### config.mk
export PLATFORM = sky130hd
export DESIGN_NAME = alu_issue_stage
export DESIGN_NICKNAME = d
export VERILOG_FILES = /design/src/rtl/riscv_pkg.sv /design/src/rtl/alu_op_decode.sv /design/src/rtl/alu_issue_stage.sv
export SDC_FILE = /design/constraint.sdc
export NUM_CORES = 1
export LEC_CHECK = 0
export ABC_CLOCK_PERIOD_IN_PS = 5880
export BUFFER_PORTS_ARGS = -buffer_cell sky130_fd_sc_hd__clkbuf_2
export CORE_UTILIZATION = 40
export CTS_CLUSTER_SIZE = 12
export DETAILED_ROUTE_END_ITERATION = 12
export HOLD_SLACK_MARGIN = 0.05
export PLACE_DENSITY = 0.64
export SLEW_MARGIN = 20
export SYNTH_ARGS = -nofsm -noshare
export SYNTH_HDL_FRONTEND = slang
export SYNTH_SLANG_ARGS = --single-unit
### constraint.sdc
create_clock -name clk -period 5.88 [get_ports clk]
set_clock_uncertainty 0.15 [all_clocks]
set_input_delay 1.176 -clock clk [delete_from_list [all_inputs] [get_ports clk]]
set_output_delay 1.176 -clock clk [all_outputs]
set_load 0.005 [all_outputs]
### src/rtl/riscv_pkg.sv
// Shared RV32I decode constants and ALU operation codes for the issue stage and the ALU.
package riscv_pkg;

   localparam logic [6:0] OPC_OP     = 7'b0110011;
   localparam logic [6:0] OPC_OP_IMM = 7'b0010011;
   localparam logic [6:0] OPC_LUI    = 7'b0110111;

   localparam logic [2:0] F3_ADD = 3'b000;
   localparam logic [2:0] F3_SLL = 3'b001;
   localparam logic [2:0] F3_XOR = 3'b100;
   localparam logic [2:0] F3_SR  = 3'b101;
   localparam logic [2:0] F3_OR  = 3'b110;
   localparam logic [2:0] F3_AND = 3'b111;

   localparam logic [6:0] F7_BASE = 7'b0000000;
   localparam logic [6:0] F7_ALT  = 7'b0100000;

   typedef enum logic [3:0] {
      ALU_ADD = 4'b0000,
      ALU_SUB = 4'b0001,
      ALU_AND = 4'b0010,
      ALU_OR  = 4'b0011,
      ALU_XOR = 4'b0100,
      ALU_SLL = 4'b0101,
      ALU_SRL = 4'b0110
   } alu_op_e;

endpackage

### src/rtl/alu_op_decode.sv
// Combinational decode of R-type, OP-IMM and LUI words into ALU control and operands.
module alu_op_decode
   import riscv_pkg::*;
#(
   parameter int XLEN   = 32,
   parameter int REG_AW = 5
) (
   input  logic [31:0]       instr,
   input  logic [XLEN-1:0]   rs1_data,
   input  logic [XLEN-1:0]   rs2_data,
   output logic [3:0]        alu_ctrl,
   output logic [XLEN-1:0]   alu_a,
   output logic [XLEN-1:0]   alu_b,
   output logic [REG_AW-1:0] rd,
   output logic              wb_en,
   output logic              illegal
);

   logic [6:0] opc;
   logic [6:0] f7;
   logic [2:0] f3;
   alu_op_e    op;
   logic       legal;

   always_comb begin
      opc   = instr[6:0];
      f3    = instr[14:12];
      f7    = instr[31:25];
      op    = ALU_ADD;
      legal = 1'b0;
      alu_a = rs1_data;
      alu_b = rs2_data;
      case (opc)
         OPC_OP: begin
            if (f7 == F7_BASE) begin
               legal = 1'b1;
               case (f3)
                  F3_ADD:  op = ALU_ADD;
                  F3_SLL:  op = ALU_SLL;
                  F3_XOR:  op = ALU_XOR;
                  F3_SR:   op = ALU_SRL;
                  F3_OR:   op = ALU_OR;
                  F3_AND:  op = ALU_AND;
                  default: legal = 1'b0;
               endcase
            end else if (f7 == F7_ALT && f3 == F3_ADD) begin
               op    = ALU_SUB;
               legal = 1'b1;
            end
         end
         OPC_OP_IMM: begin
            alu_b = XLEN'(signed'(instr[31:20]));
            legal = 1'b1;
            case (f3)
               F3_ADD: op = ALU_ADD;
               F3_XOR: op = ALU_XOR;
               F3_OR:  op = ALU_OR;
               F3_AND: op = ALU_AND;
               F3_SLL, F3_SR: begin
                  // shifts take a zero-extended shamt; funct7 must be clear (srai unsupported)
                  op    = (f3 == F3_SLL) ? ALU_SLL : ALU_SRL;
                  alu_b = XLEN'(instr[24:20]);
                  legal = (f7 == F7_BASE);
               end
               default: legal = 1'b0;
            endcase
         end
         OPC_LUI: begin
            alu_a = '0;
            alu_b = XLEN'(signed'({instr[31:12], 12'b0}));
            legal = 1'b1;
         end
         default: legal = 1'b0;
      endcase
      alu_ctrl = legal ? op : ALU_ADD;
      illegal  = !legal;
      rd       = instr[7 +: REG_AW];
      wb_en    = legal && (rd != '0);
   end

endmodule

### src/rtl/alu_issue_stage.sv
// Issue stage: decodes ALU ops and registers them towards EX behind a valid/ready skid buffer.
module alu_issue_stage
   import riscv_pkg::*;
#(
   parameter int XLEN   = 32,
   parameter int REG_AW = 5
) (
   input  logic              clk,
   input  logic              rst,
   input  logic              flush,
   input  logic              in_valid,
   output logic              in_ready,
   input  logic [31:0]       instr,
   input  logic [XLEN-1:0]   rs1_data,
   input  logic [XLEN-1:0]   rs2_data,
   output logic              out_valid,
   input  logic              out_ready,
   output logic [3:0]        alu_ctrl,
   output logic [XLEN-1:0]   alu_a,
   output logic [XLEN-1:0]   alu_b,
   output logic [REG_AW-1:0] rd,
   output logic              wb_en,
   output logic              illegal
);

   logic [3:0]        dec_ctrl;
   logic [XLEN-1:0]   dec_a;
   logic [XLEN-1:0]   dec_b;
   logic [REG_AW-1:0] dec_rd;
   logic              dec_wb;
   logic              dec_ill;

   logic              skid_valid;
   logic [3:0]        skid_ctrl;
   logic [XLEN-1:0]   skid_a;
   logic [XLEN-1:0]   skid_b;
   logic [REG_AW-1:0] skid_rd;
   logic              skid_wb;
   logic              skid_ill;

   alu_op_decode #(
      .XLEN   (XLEN),
      .REG_AW (REG_AW)
   ) u_decode (
      .instr    (instr),
      .rs1_data (rs1_data),
      .rs2_data (rs2_data),
      .alu_ctrl (dec_ctrl),
      .alu_a    (dec_a),
      .alu_b    (dec_b),
      .rd       (dec_rd),
      .wb_en    (dec_wb),
      .illegal  (dec_ill)
   );

   // Main register drives the outputs directly; skid catches the one beat accepted while main stalls.
   always_ff @(posedge clk) begin
      if (rst) begin
         out_valid  <= 1'b0;
         skid_valid <= 1'b0;
         in_ready   <= 1'b0;
         alu_ctrl   <= ALU_ADD;
         alu_a      <= '0;
         alu_b      <= '0;
         rd         <= '0;
         wb_en      <= 1'b0;
         illegal    <= 1'b0;
      end else if (flush) begin
         out_valid  <= 1'b0;
         skid_valid <= 1'b0;
         in_ready   <= 1'b1;
      end else begin
         in_ready <= 1'b1;
         if (skid_valid) begin
            if (out_ready) begin
               alu_ctrl   <= skid_ctrl;
               alu_a      <= skid_a;
               alu_b      <= skid_b;
               rd         <= skid_rd;
               wb_en      <= skid_wb;
               illegal    <= skid_ill;
               skid_valid <= 1'b0;
            end else begin
               in_ready <= 1'b0;
            end
         end else if (in_valid && in_ready) begin
            if (!out_valid || out_ready) begin
               alu_ctrl  <= dec_ctrl;
               alu_a     <= dec_a;
               alu_b     <= dec_b;
               rd        <= dec_rd;
               wb_en     <= dec_wb;
               illegal   <= dec_ill;
               out_valid <= 1'b1;
            end else begin
               skid_ctrl  <= dec_ctrl;
               skid_a     <= dec_a;
               skid_b     <= dec_b;
               skid_rd    <= dec_rd;
               skid_wb    <= dec_wb;
               skid_ill   <= dec_ill;
               skid_valid <= 1'b1;
               in_ready   <= 1'b0;
            end
         end else if (out_ready) begin
            out_valid <= 1'b0;
         end
      end
   end

endmodule

# Word level (Yosys, flattened, before mapping)

Index checks and enable logic that the tools add are counted.

Flip-flop bits (word level): 153
Bits of input ports: 101
Output and inout bits: 77
Logic and storage cells: 100

Equality and inequality tests: 11
Muxes and demuxes: 51
Bitwise logic cells: 4
Reduce and logical (&&, ||, !) cells: 19

Operators with widths:

| operator                                      | number |
|---|---|
| 2-to-1 mux 32 bit                             | 10 |
| one-hot mux 32 bit (2 select lines)           | 1 |
| 2-to-1 mux 1 bit                              | 24 |
| 2-to-1 mux 4 bit                              | 6 |
| == test 7 x 6 -> 1 bit, second input constant | 3 |
| 2-to-1 mux 5 bit                              | 4 |
| one-hot mux 4 bit (4 select lines)            | 1 |
| one-hot mux 3 bit (5 select lines)            | 1 |
| == test 3 bit, second input constant          | 4 |
| one-hot mux 4 bit (2 select lines)            | 1 |
| == test 7 x 5 -> 1 bit, second input constant | 1 |
| logical NOT 7 bit                             | 1 |
| nonzero test 2 bit                            | 3 |
| OR reduction 6 bit                            | 1 |
| AND reduction 5 bit                           | 1 |
| nonzero test 5 bit                            | 1 |
| NOT 1 bit                                     | 4 |
| AND reduction 4 bit                           | 1 |
| OR reduction 2 bit                            | 2 |
| OR reduction 4 bit                            | 1 |
| == test 3 x 1 -> 1 bit, second input constant | 1 |
| logical AND 1 bit                             | 3 |
| logical NOT 3 bit                             | 1 |
| one-hot mux 1 bit (3 select lines)            | 1 |
| 7 further kinds                               | 8 |

# Depth between registers and ports, before layout

Gate-level depths: netlist of run 1.

Depth after elaboration: 9
Mapped depth: 8
Gate-level depth less buffers: 5

# Modules after synthesis

A second synthesis of run 1 with hierarchy kept.

Cells, all modules: 668
Area, all modules: 7,269.5 µm²

Modules (own cells, without submodules):

| module          | instances | cells an instance | area each (µm²) | sequential area each (µm²) |
|---|---|---|---|---|
| alu_issue_stage | 1         | 544               | 6,358.6         | 3,813.7 |
| alu_op_decode   | 1         | 124               | 910.9           | 0.0 |

# Worst setup path after synthesis of run 1

Ideal clock, no wire load.

Kind: input -> register
Start point: in rst
End point: reg skid_a[0], enable pin
Setup time: 0.441 ns
Arrival time: 3.237 ns
Required time: 5.289 ns
Setup slack: 2.051 ns
Stages: 3
Path buffers: 1
Cells stage by stage: clkbuf_1 > nor2_1 > and4b_1

Word-level cells in the longest chain between the ends: 2

Ends and longest elaborated chain:

| what                                 | line                  | RTL |
|---|---|---|
| start: declaration                   | alu_issue_stage.sv:9  | `input logic rst,` |
| NOT 1 bit (no source line)           | --                    |  |
| AND reduction 5 bit (no source line) | --                    |  |
| end signal: assignment               | alu_issue_stage.sv:97 | `skid_a <= dec_a;` |
| end: declaration                     | alu_issue_stage.sv:35 | `logic [XLEN-1:0] skid_a;` |

No other way between the ends.
A chain may end at the register's enable or synchronous reset.

# Final worst setup path of run 1

Start point: reg skid_valid
End point: reg skid_a[26], enable pin

Word-level cells in the longest chain between the ends: 2

Ends and longest elaborated chain:

| what                                 | line                  | RTL |
|---|---|---|
| start: declaration                   | alu_issue_stage.sv:33 | `logic skid_valid;` |
| start signal: assignment             | alu_issue_stage.sv:60 | `skid_valid <= 1'b0;` |
| start signal: assignment             | alu_issue_stage.sv:70 | `skid_valid <= 1'b0;` |
| start signal: assignment             | alu_issue_stage.sv:82 | `skid_valid <= 1'b0;` |
| NOT 1 bit (no source line)           | --                    |  |
| AND reduction 5 bit (no source line) | --                    |  |

No other way between the ends.

==> results.md, run 1 <==
* Hold bufs inserted after CTS at 0
* Leakage at about 3.6 nW
* Post-route DRC at 0
* Total CTS buffers at 17
* First-pass GRT wire length at 28.7 mm
* Die width at between 100 and 150 um
* Final worst path period share at 58.4%
* Antenna violations before repair at 0
* Vias at 5,736
* Setup TNS at 0 ps
* Int Power at 1.97 mW
* Status: completed
* GRT Overall Usage at about a fifth
* Crit path DAT at between 3000 and 4000 ps
* Clock H-tree levels at 4
* NetSw at roughly 580 uW
* Crit end category: flop
* Clock power frac at 47.0%
* Worst Min Path Start: alu_b[15]
* Crit start category: flop
* Starting Density at 41.4%
* Largest family of logic cells by synthesized area: compound AO/OA/AOI/OAI gates
* Top-count cell post-synth: dfxtp_1
* Gate power share at 8.4%
* Max clock buf depth at 2
* Worst reg2reg setup slack at 2440 ps
* Remaining antenna violation count at 0
* Sinks on Clock Net at 151
* Yosys cell types at 52
* Mux cell area share after synthesis at 5.31%
* Fin. Hold Viols at 0
* Slew headroom at 30.3%
* Final core utilization at 51.0%
* Die area at about 18,000 sq um
* Synth Area in Compound Gates at 20.5%
* Register bit count reported by yosys at approximately 150
* Worst hold path class: flop to flop
* Router iterations before antenna repair at 5
* Cell Rows at 47
* Worst path required time at 5850 ps
* Pwr/cell area at 298 nW/um^2
* Dpl hpwl at 12.0 mm
* Register area share after synthesis at 54.0%
* Max-cap viol count at 0
* Cells after Synth at 690
* Yosys top cell by area: edfxtp_1
* Post-synthesis xor/xnor area fraction at 0%
* Layout cells sized above 1 at between 20 and 30%
* Max Slew Vio Count at 0
* Area growth, synth to finish at 23.1%
* CORE AREA at 16,800 sq um
* Top_reg_cell synth: dfxtp_1
* Latest clock arrival within the worst-skew pair at 420 ps
* Largest net degree at the start of global routing at 107
* Syn nets at 791
* Critical path type: flop to flop
* Post-CTS sizing at 0
* Via count of the first global-routing pass at roughly 5,500
* Peak supply drop at 0.199 mV
* Adder-cell share of the synthesized area at 0%
* Fmax at 291 MHz
* Antenna diodes at 0
* Synthesized area at 6970 sq um
* Crit path time final at ~3400 ps
* Crit-path cells: clkinv_2 -> and3_1 -> and4b_4 -> buf_4
* Slew @ Worst Pin at 1050 ps
* Yosys top cell area share at 31.9%
* Synth area leaders: edfxtp_1 (32%), dfxtp_1 (22%), mux2i_1 (5.3%), a211oi_1 (4.0%), nand2_1 (3.9%)
* Share of total power in sequential cells at 44.6%
* Post-synthesis simple-gate area fraction at 15.0%
* FFs w/ async S/R, synth at 0%
* # Post-CTS Setup Buffers at 0
* Unrepaired setup endpoints after global routing: no
* WHS Path Cells at 2
* Switching part of the total at between 20% and 30%
* WL final at 18.3 mm
* Vias per cell at 5.39
* GRT overflow at 0
* Reg-to-reg critical path startpoint: skid_valid
* R2r endpoint: skid_a[26]
* GPL Wtd Cong at 0.794
* Worst path max stage delay at 970 ps
* Layout Nets at 932
* Yosys warns at 0
* Count of input and output buffers at 176
* WHS Endpoint: alu_b[15]
* FF-to-FF path depth at 4
* Count of final setup violators at 0
* Slowest CP cell: dfxtp_1
* Root Buffer: clkbuf_16
* CTS tree: yes
* Crit path max fanout at 40
* Number of flops mapped to enable cells by yosys at 74
* Num ports at 178
* Clk slew on worst S/H paths at about 60 ps
* Die H at 134 um
* Routed len/inst at 17.2 um
* Iter 0 DRT Violations at 305
* Commonest cells post-synth: dfxtp_1 (77), edfxtp_1 (74), nand2_1 (72)
* Mean Syn Cell Area at 10.1 sq um
worst max-delay path by stage:
stage / startpoint / cells past startpoint / end / slack (ps)
after floorplan: rst / 3 / skid_a[0] / 2050
after global placement: instr[2] / 6 / alu_b[13] / 2130
after detailed placement: instr[2] / 6 / alu_b[13] / 2010
after CTS: skid_valid / 4 / skid_a[26] / 2390
after global routing: skid_valid / 4 / skid_a[24] / 2210
final: skid_valid / 4 / skid_a[26] / 2440
stage by stage:
stage / total power, mW / instances / worst slack [ps] / area (sq um) / hold slack [ps]
2_1_floorplan: 1.28 / 690 / 2050 / 6970 / 298
3_3_place_gp: 1.37 / 1032 / 2130 / 7930 / 293
3_5_place_dp: 1.38 / 1032 / 2010 / 7930 / 296
4_1_cts: 2.58 / 1064 / 2390 / 8580 / 303
5_1_grt: 2.65 / 1064 / 2210 / 8580 / 327
6_report: 2.55 / 1064 / 2440 / 8580 / 301
cell families (layout without fill, tap and decap cells):
| logic type | count (synthesis) | count (layout) |
|---|---|---|
| other | 1 | 1 |
| AO/OA/AOI/OAI | 204 | 204 |
| multiplexers | 37 | 37 |
| buffers and inverters | 87 | 241 |
| flip-flops | 151 | 151 |
| AND/OR/NAND/NOR | 210 | 210 |
state kept, by name (all words and copies together), names as in the netlist, 3 cells and up:
name and count:
skid_rd 5, skid_ctrl 3, alu_ctrl 3, rd 5, skid_a 32, alu_a 32
alu_b 32, skid_b 32
metal layers:
| metal | vias to the layer above | track usage [%] | share of wire [%] |
|---|---|---|---|
| li1 | 2830 | - | - |
| met3 | 23 | 4.20 | 6.8 |
| met4 | 0 | 8.46 | 1.7 |
| met1 | 2687 | 28.2 | 46 |
| met2 | 196 | 32.1 | 45 |
| met5 | - | 0 | 0 |
cells in the final DEF, fill, tap and decap left out, types with 4 or more instances in the layout:
cell type	count
nor3_1	11
o31ai_1	8
o221ai_1	5
dfxtp_1	77
o21bai_1	6
a31oi_1	8
or3_1	4
edfxtp_1	74
a32oi_1	5
clkbuf_16	17
inv_1	23
nand2b_1	9
o32ai_1	15
and3_1	4
nor2b_1	42
nand2_1	72
o21ai_0	39
a31o_2	13
mux2i_1	37
nor2_1	47
a22oi_1	21
buf_4	8
clkbuf_2	175
a21oi_1	30
bufinv_16	5
nand3_1	7
a211oi_1	37
o41ai_1	5
power groups by stage:
stage / registers [mW] / clock network [mW] / logic, mW
floorplan: 1.16 / 0 / 0.120
global placement: 1.16 / 0 / 0.212
detailed placement: 1.16 / 0 / 0.214
CTS: 1.14 / 1.22 / 0.215
global route: 1.14 / 1.27 / 0.239
finish: 1.14 / 1.20 / 0.215
critical path: cells and delay by family (launching register included):
| family | cells | cell delay, ps |
|---|---|---|
| simple gates | 2 | 770 |
| flops | 1 | 970 |
| buf+inv | 2 | 1190 |
layout make-up:
type	instances	area, sq um
multi-input cells	452	2860
inverters	25	95.1
repair buffers	184	941
clock inverters	15	224
clock buffers	17	425
fillers	1593	8240
flip-flops and latches	151	3760
well taps	220	275
No activity file was read; power rests on OpenSTA's default activity.
==> inputs of run 2 (changes only) <==
--- a/config.mk
+++ b/config.mk
@@ -5,7 +5,7 @@
 export SDC_FILE = /design/constraint.sdc
 export NUM_CORES = 1
 export LEC_CHECK = 0
-export ABC_CLOCK_PERIOD_IN_PS = 5880
+export ABC_CLOCK_PERIOD_IN_PS = 3210
 export BUFFER_PORTS_ARGS = -buffer_cell sky130_fd_sc_hd__clkbuf_2
 export CORE_UTILIZATION = 40
 export CTS_CLUSTER_SIZE = 12
==> constraint.sdc (replaced) <==
create_clock -name clk -period 3.21 [get_ports clk]
set_clock_uncertainty 0.15 [all_clocks]
set_input_delay 0.642 -clock clk [delete_from_list [all_inputs] [get_ports clk]]
set_output_delay 0.642 -clock clk [all_outputs]
set_load 0.005 [all_outputs]
==> results.md, run 2 (synthesis results as in run 1) <==
* Status: completed
* Antenna violations before repair at 0
* Int Power at 3.60 mW
* NetSw at 1.01 mW
* Sinks on Clock Net at roughly 150
* Crit path max fanout at 28
* Met2 WL at 8.95 mm
* Worst hold path class: input pin to flop
* Crit path DAT at 2450 ps
* CTS tree: yes
* Setup TNS at 0 ps
* Gate power share at 8.7%
* Area growth, synth to finish at 24.3%
* Clock power frac at roughly 46%
* Total CTS buffers at 17
* Commonest cells after routing, fill and taps aside: clkbuf_2 (175), dfxtp_1 (77), edfxtp_1 (74), nand2_1 (72), nor2_1 (47)
* Via count of the first global-routing pass at ~5,600
* WHS Path Cells at 1
* Share of total power in sequential cells at between 40% and 50%
* WL final at 18.7 mm
* GRT Overall Usage at 21.2%
* Final worst path period share at 72.2%
* Max Slew Vio Count at 0
* Layout cells sized above 1 at roughly 28%
* Met3 Routed Length at between 1 and 1.5 mm
* Router iterations before antenna repair at 5
* Pre-CTS setup slack at 504 ps
* Num ports at 178
* Die width at 134 um
* Area of the multi-input gates at 2860 sq um
* GPL Wtd Cong at roughly 0.84
* Latest clock arrival within the worst-skew pair at 420 ps
* Pwr/cell area at 532 nW/um^2
* Crit end category: flop
* Post-Route M1 WL at 8.46 mm
* Max clock buf depth at 2
* Vias per cell at about 5.4
* Max-cap viol count at 0
* Unrepaired setup endpoints after global routing: no
* Top Metal Used: met4
* CORE AREA at roughly 17,000 sq um
* FF-to-FF path depth at 6
* Crit path from: instr[6]
* First-pass GRT wire length at 29.4 mm
* Hold bufs inserted after CTS at 0
* Post-CTS sizing at 0
* Register Area at 3760 sq um
* Post-route DRC at 0
* Fin. Hold Viols at 0
* Reg-to-reg critical path startpoint: skid_valid
* Slew @ Worst Pin at 689 ps
* Clock H-tree levels at 4
* Slew headroom at 54.0%
* Largest net degree at the start of global routing at 67
* Starting Density at 41.4%
* Crit path time final at 2320 ps
* Iter 0 DRT Violations at 331
* Leakage at 3.65 nW
* Peak supply drop at 0.365 mV
* Dpl hpwl at around 12 mm
* Vias at 5,802
* Layout Nets at 943
* Non-filler cells in the finished layout at between 1,000 and 1,500
* Antenna diodes at 0
* Fmax at between 400 and 500 MHz
* Worst path required time at 3340 ps
* Root Buffer: clkbuf_16
* Clk slew on worst S/H paths at roughly 60 ps
* Critical path type: input pin to flop
* Commonest non-fill, non-tap cell in the layout: clkbuf_2
* Remaining antenna violation count at 0
* Switching part of the total at 22.0%
* Count of input and output buffers at 176
* Die area at 18,000 sq um
* Dpl cells at roughly 1,000
* R2r endpoint: alu_b[27]
* Setup crit end: alu_b[13]
* Crit start category: input pin
* Final setup margin at between 800 and 900 ps
* Die H at around 130 um
* GRT overflow at 0
* Worst reg2reg setup slack at 1010 ps
* Cell Rows at 47
* Count of final setup violators at 0
* Routed len/inst at 17.4 um
* Fill count at 1,613
* # Post-CTS Setup Buffers at 0
## run 2: worst max-delay path: stages
cell      delay, ps
clkbuf_2         90
nand3b_4        360
or3_1           730
a22oi_1         370
a31o_2          190
a21oi_1          60
## run 2: routing by layer
metal  vias to the layer above  track usage [%]
li1                       2856                -
met1                      2743             28.3
met2                       185             34.3
met3                        18             4.20
met4                         0             7.26
met5                         -                0
## run 2: cell type report
| type | count | area share (%) |
|---|---|---|
| inverter | 25 | 1.10 |
| sequential | 151 | 43.4 |
| clock buffer | 23 | 5.53 |
| clock inverter | 9 | 1.70 |
| tap | 220 | 3.18 |
| timing repair buffer | 195 | 12.1 |
| multi-input combinational | 452 | 33.0 |
## run 2: worst min-delay path by stage
| stage | endpoint | startpoint |
|---|---|---|
| after floorplan | alu_b[12] | alu_b[12] |
| after global placement | alu_b[17] | alu_b[17] |
| after detailed placement | alu_b[28] | alu_b[28] |
| after CTS | skid_rd[2] | instr[9] |
| after global routing | skid_rd[1] | instr[8] |
| final | skid_rd[2] | instr[9] |
## run 2: power groups by stage
stage	sequential, mW	combinational, mW	clock [mW]
floorplan	2.13	0.220	0
detailed placement	2.13	0.401	0
global route	2.09	0.447	2.25
global placement	2.13	0.399	0
finish	2.09	0.402	2.12
CTS	2.09	0.403	2.17
## run 2: metrics by stage
stage / area (sq um) / util (%) / hold WS (ps) / total power, mW
after floorplan: 6970 / - / 298 / 2.35
after global placement: 8040 / 47.8 / 291 / 2.53
after detailed placement: 8040 / 47.8 / 295 / 2.53
after CTS: 8670 / 51.5 / 269 / 4.67
after global routing: 8670 / 51.5 / 279 / 4.78
final: 8670 / 51.5 / 286 / 4.61
==> inputs of run 3 (changes only) <==
--- a/config.mk
+++ b/config.mk
@@ -5,7 +5,7 @@
 export SDC_FILE = /design/constraint.sdc
 export NUM_CORES = 1
 export LEC_CHECK = 0
-export ABC_CLOCK_PERIOD_IN_PS = 3210
+export ABC_CLOCK_PERIOD_IN_PS = 2200
 export BUFFER_PORTS_ARGS = -buffer_cell sky130_fd_sc_hd__clkbuf_2
 export CORE_UTILIZATION = 40
 export CTS_CLUSTER_SIZE = 12
==> constraint.sdc (replaced) <==
create_clock -name clk -period 2.2 [get_ports clk]
set_clock_uncertainty 0.15 [all_clocks]
set_input_delay 0.44 -clock clk [delete_from_list [all_inputs] [get_ports clk]]
set_output_delay 0.44 -clock clk [all_outputs]
set_load 0.005 [all_outputs]
==> results.md, run 3 (synthesis results as in run 1) <==
* Count of input and output buffers at 176
* Setup TNS at 0 ps
* GRT overflow at 0
* Switching part of the total at 23.6%
* Layout cells sized above 1 at 30.9%
* Vias per cell at 5.39
* Crit path time final at around 1900 ps
* Peak supply drop at 0.494 mV
* Total CTS buffers at 17
* Post-route DRC at 0
* Latest clock arrival within the worst-skew pair at about 430 ps
* Crit path DAT at 2100 ps
* Final worst path period share at 86.2%
* Antenna violations before repair at 0
* Remaining antenna violation count at 0
* Die width at 134 um
* Critical path type: flop to flop
* Leakage at 3.79 nW
* Area growth, synth to finish at 28.2%
* Max Slew Vio Count at 0
* Router iterations before antenna repair at 5
* WL final at 19.0 mm
* Crit end category: flop
* Crit path max fanout at 25
* # Post-CTS Setup Buffers at 0
* Worst path required time at 2410 ps
* Gate power share at 8.8%
* Layout Nets at around 970
* Starting Density at 41.4%
* Slew @ Worst Pin at 629 ps
* Unrepaired setup endpoints after global routing: no
* Die H at 134 um
* Fmax at 527 MHz
* Worst hold path class: input pin to flop
* Slowest CP cell: nor3_4
* CORE AREA at 16,800 sq um
* Die area at around 18,000 sq um
* Clock H-tree levels at 4
* Vias at 5,930
* Design Area, Final at between 8000 and 9000 sq um
* Clock power frac at 47.6%
* Num ports at ~180
* Crit start category: flop
* First-pass GRT wire length at 30.1 mm
* GRT Overall Usage at 21.6%
* Commonest non-fill, non-tap cell in the layout: clkbuf_2
* Slew headroom at 58.1%
* Fin. Hold Viols at 0
* Commonest cells after routing, fill and taps aside: clkbuf_2 (175), dfxtp_1 (77), edfxtp_1 (74), nand2_1 (72), nor2_1 (47)
* Dpl hpwl at around 13 mm
* Max clock buf depth at 2
* Iter 0 DRT Violations at ~330
* Placed inst area at a little over 8000 sq um
* Cell Rows at between 40 and 50
* Root Buffer: clkbuf_16
* Routed len/inst at 17.2 um
* Via count of the first global-routing pass at between 5,000 and 6,000
* Count of final setup violators at 0
* Clk slew on worst S/H paths at 60 ps
* Crit-path cells: o21ba_1 -> nor3_4 -> buf_12 -> o21ai_0 -> a31o_2 -> a21oi_1
* Sinks on Clock Net at 151
* Share of total power in sequential cells at 43.6%
* Worst path max stage delay at 370 ps
* NetSw at roughly 1.6 mW
* Int Power at 5.33 mW
* Pwr/cell area at 781 nW/um^2
* Hold bufs inserted after CTS at 0
* CTS tree: yes
* Status: completed
* Max-cap viol count at 0
* Largest net degree at the start of global routing at 80
* GPL Wtd Cong at just under 0.9
* Post-CTS sizing at 0
-- run 3: power by group through the flow --
stage          clock network [mW]  registers [mW]  logic (mW)
2_1_floorplan                   0            3.11       0.321
3_3_place_gp                    0            3.10       0.607
5_1_grt                      3.50            3.05       0.686
6_report                     3.32            3.04       0.616
4_1_cts                      3.37            3.04       0.617
3_5_place_dp                    0            3.10       0.614
-- run 3: path summary, 6_finish.rpt --
path	startpoint	endpoint	slack, ps	cells after the start
max	out_valid	alu_b[31]	300	6
min	instr[10]	skid_rd[3]	70	1
max reg2reg	out_valid	alu_b[31]	300	6
min reg2reg	alu_b[13]	alu_b[13]	300	2
-- run 3: per-layer routing --
layer  GRT usage, %  wire, um  vias to the layer above
li1               -         -                     2900
met1           28.8      8900                     2805
met2           34.3      8610                      204
met3           5.25      1230                       21
met4           6.76       222                        0
met5              0         0                        -
-- run 3: critical path, delay by kind of cell (launching register included) --
family / cells / cell delay (ps)
buf+inv: 1 / 230
flops: 1 / 350
compound gates: 4 / 720
simple gates: 1 / 370
-- run 3: stage by stage --
| stage | setup slack, ps | instances | power, mW | utilization [%] | hold WS, ps |
|---|---|---|---|---|---|
| finish | 304 | 1100 | 6.98 | 53.1 | 72.4 |
| global route | 53.2 | 1099 | 7.23 | 53.1 | 61.1 |
| CTS | 307 | 1099 | 7.03 | 53.1 | 60.0 |
| detailed placement | -88.1 | 1067 | 3.72 | 49.2 | 295 |
| global placement | 21.0 | 1067 | 3.71 | 49.2 | 292 |
| floorplan | 14.0 | 690 | 3.43 | - | 298 |
-- run 3: final cells by class --
| type | instances | area (sq um) |
|---|---|---|
| clock inverter | 15 | 240 |
| multi-input combinational | 452 | 2860 |
| fill | 1576 | 7880 |
| antenna | 1 | 2.50 |
| inverter | 25 | 95.1 |
| sequential | 151 | 3760 |
| clock buffer | 17 | 425 |
| timing repair buffer | 219 | 1280 |
| tap | 220 | 275 |
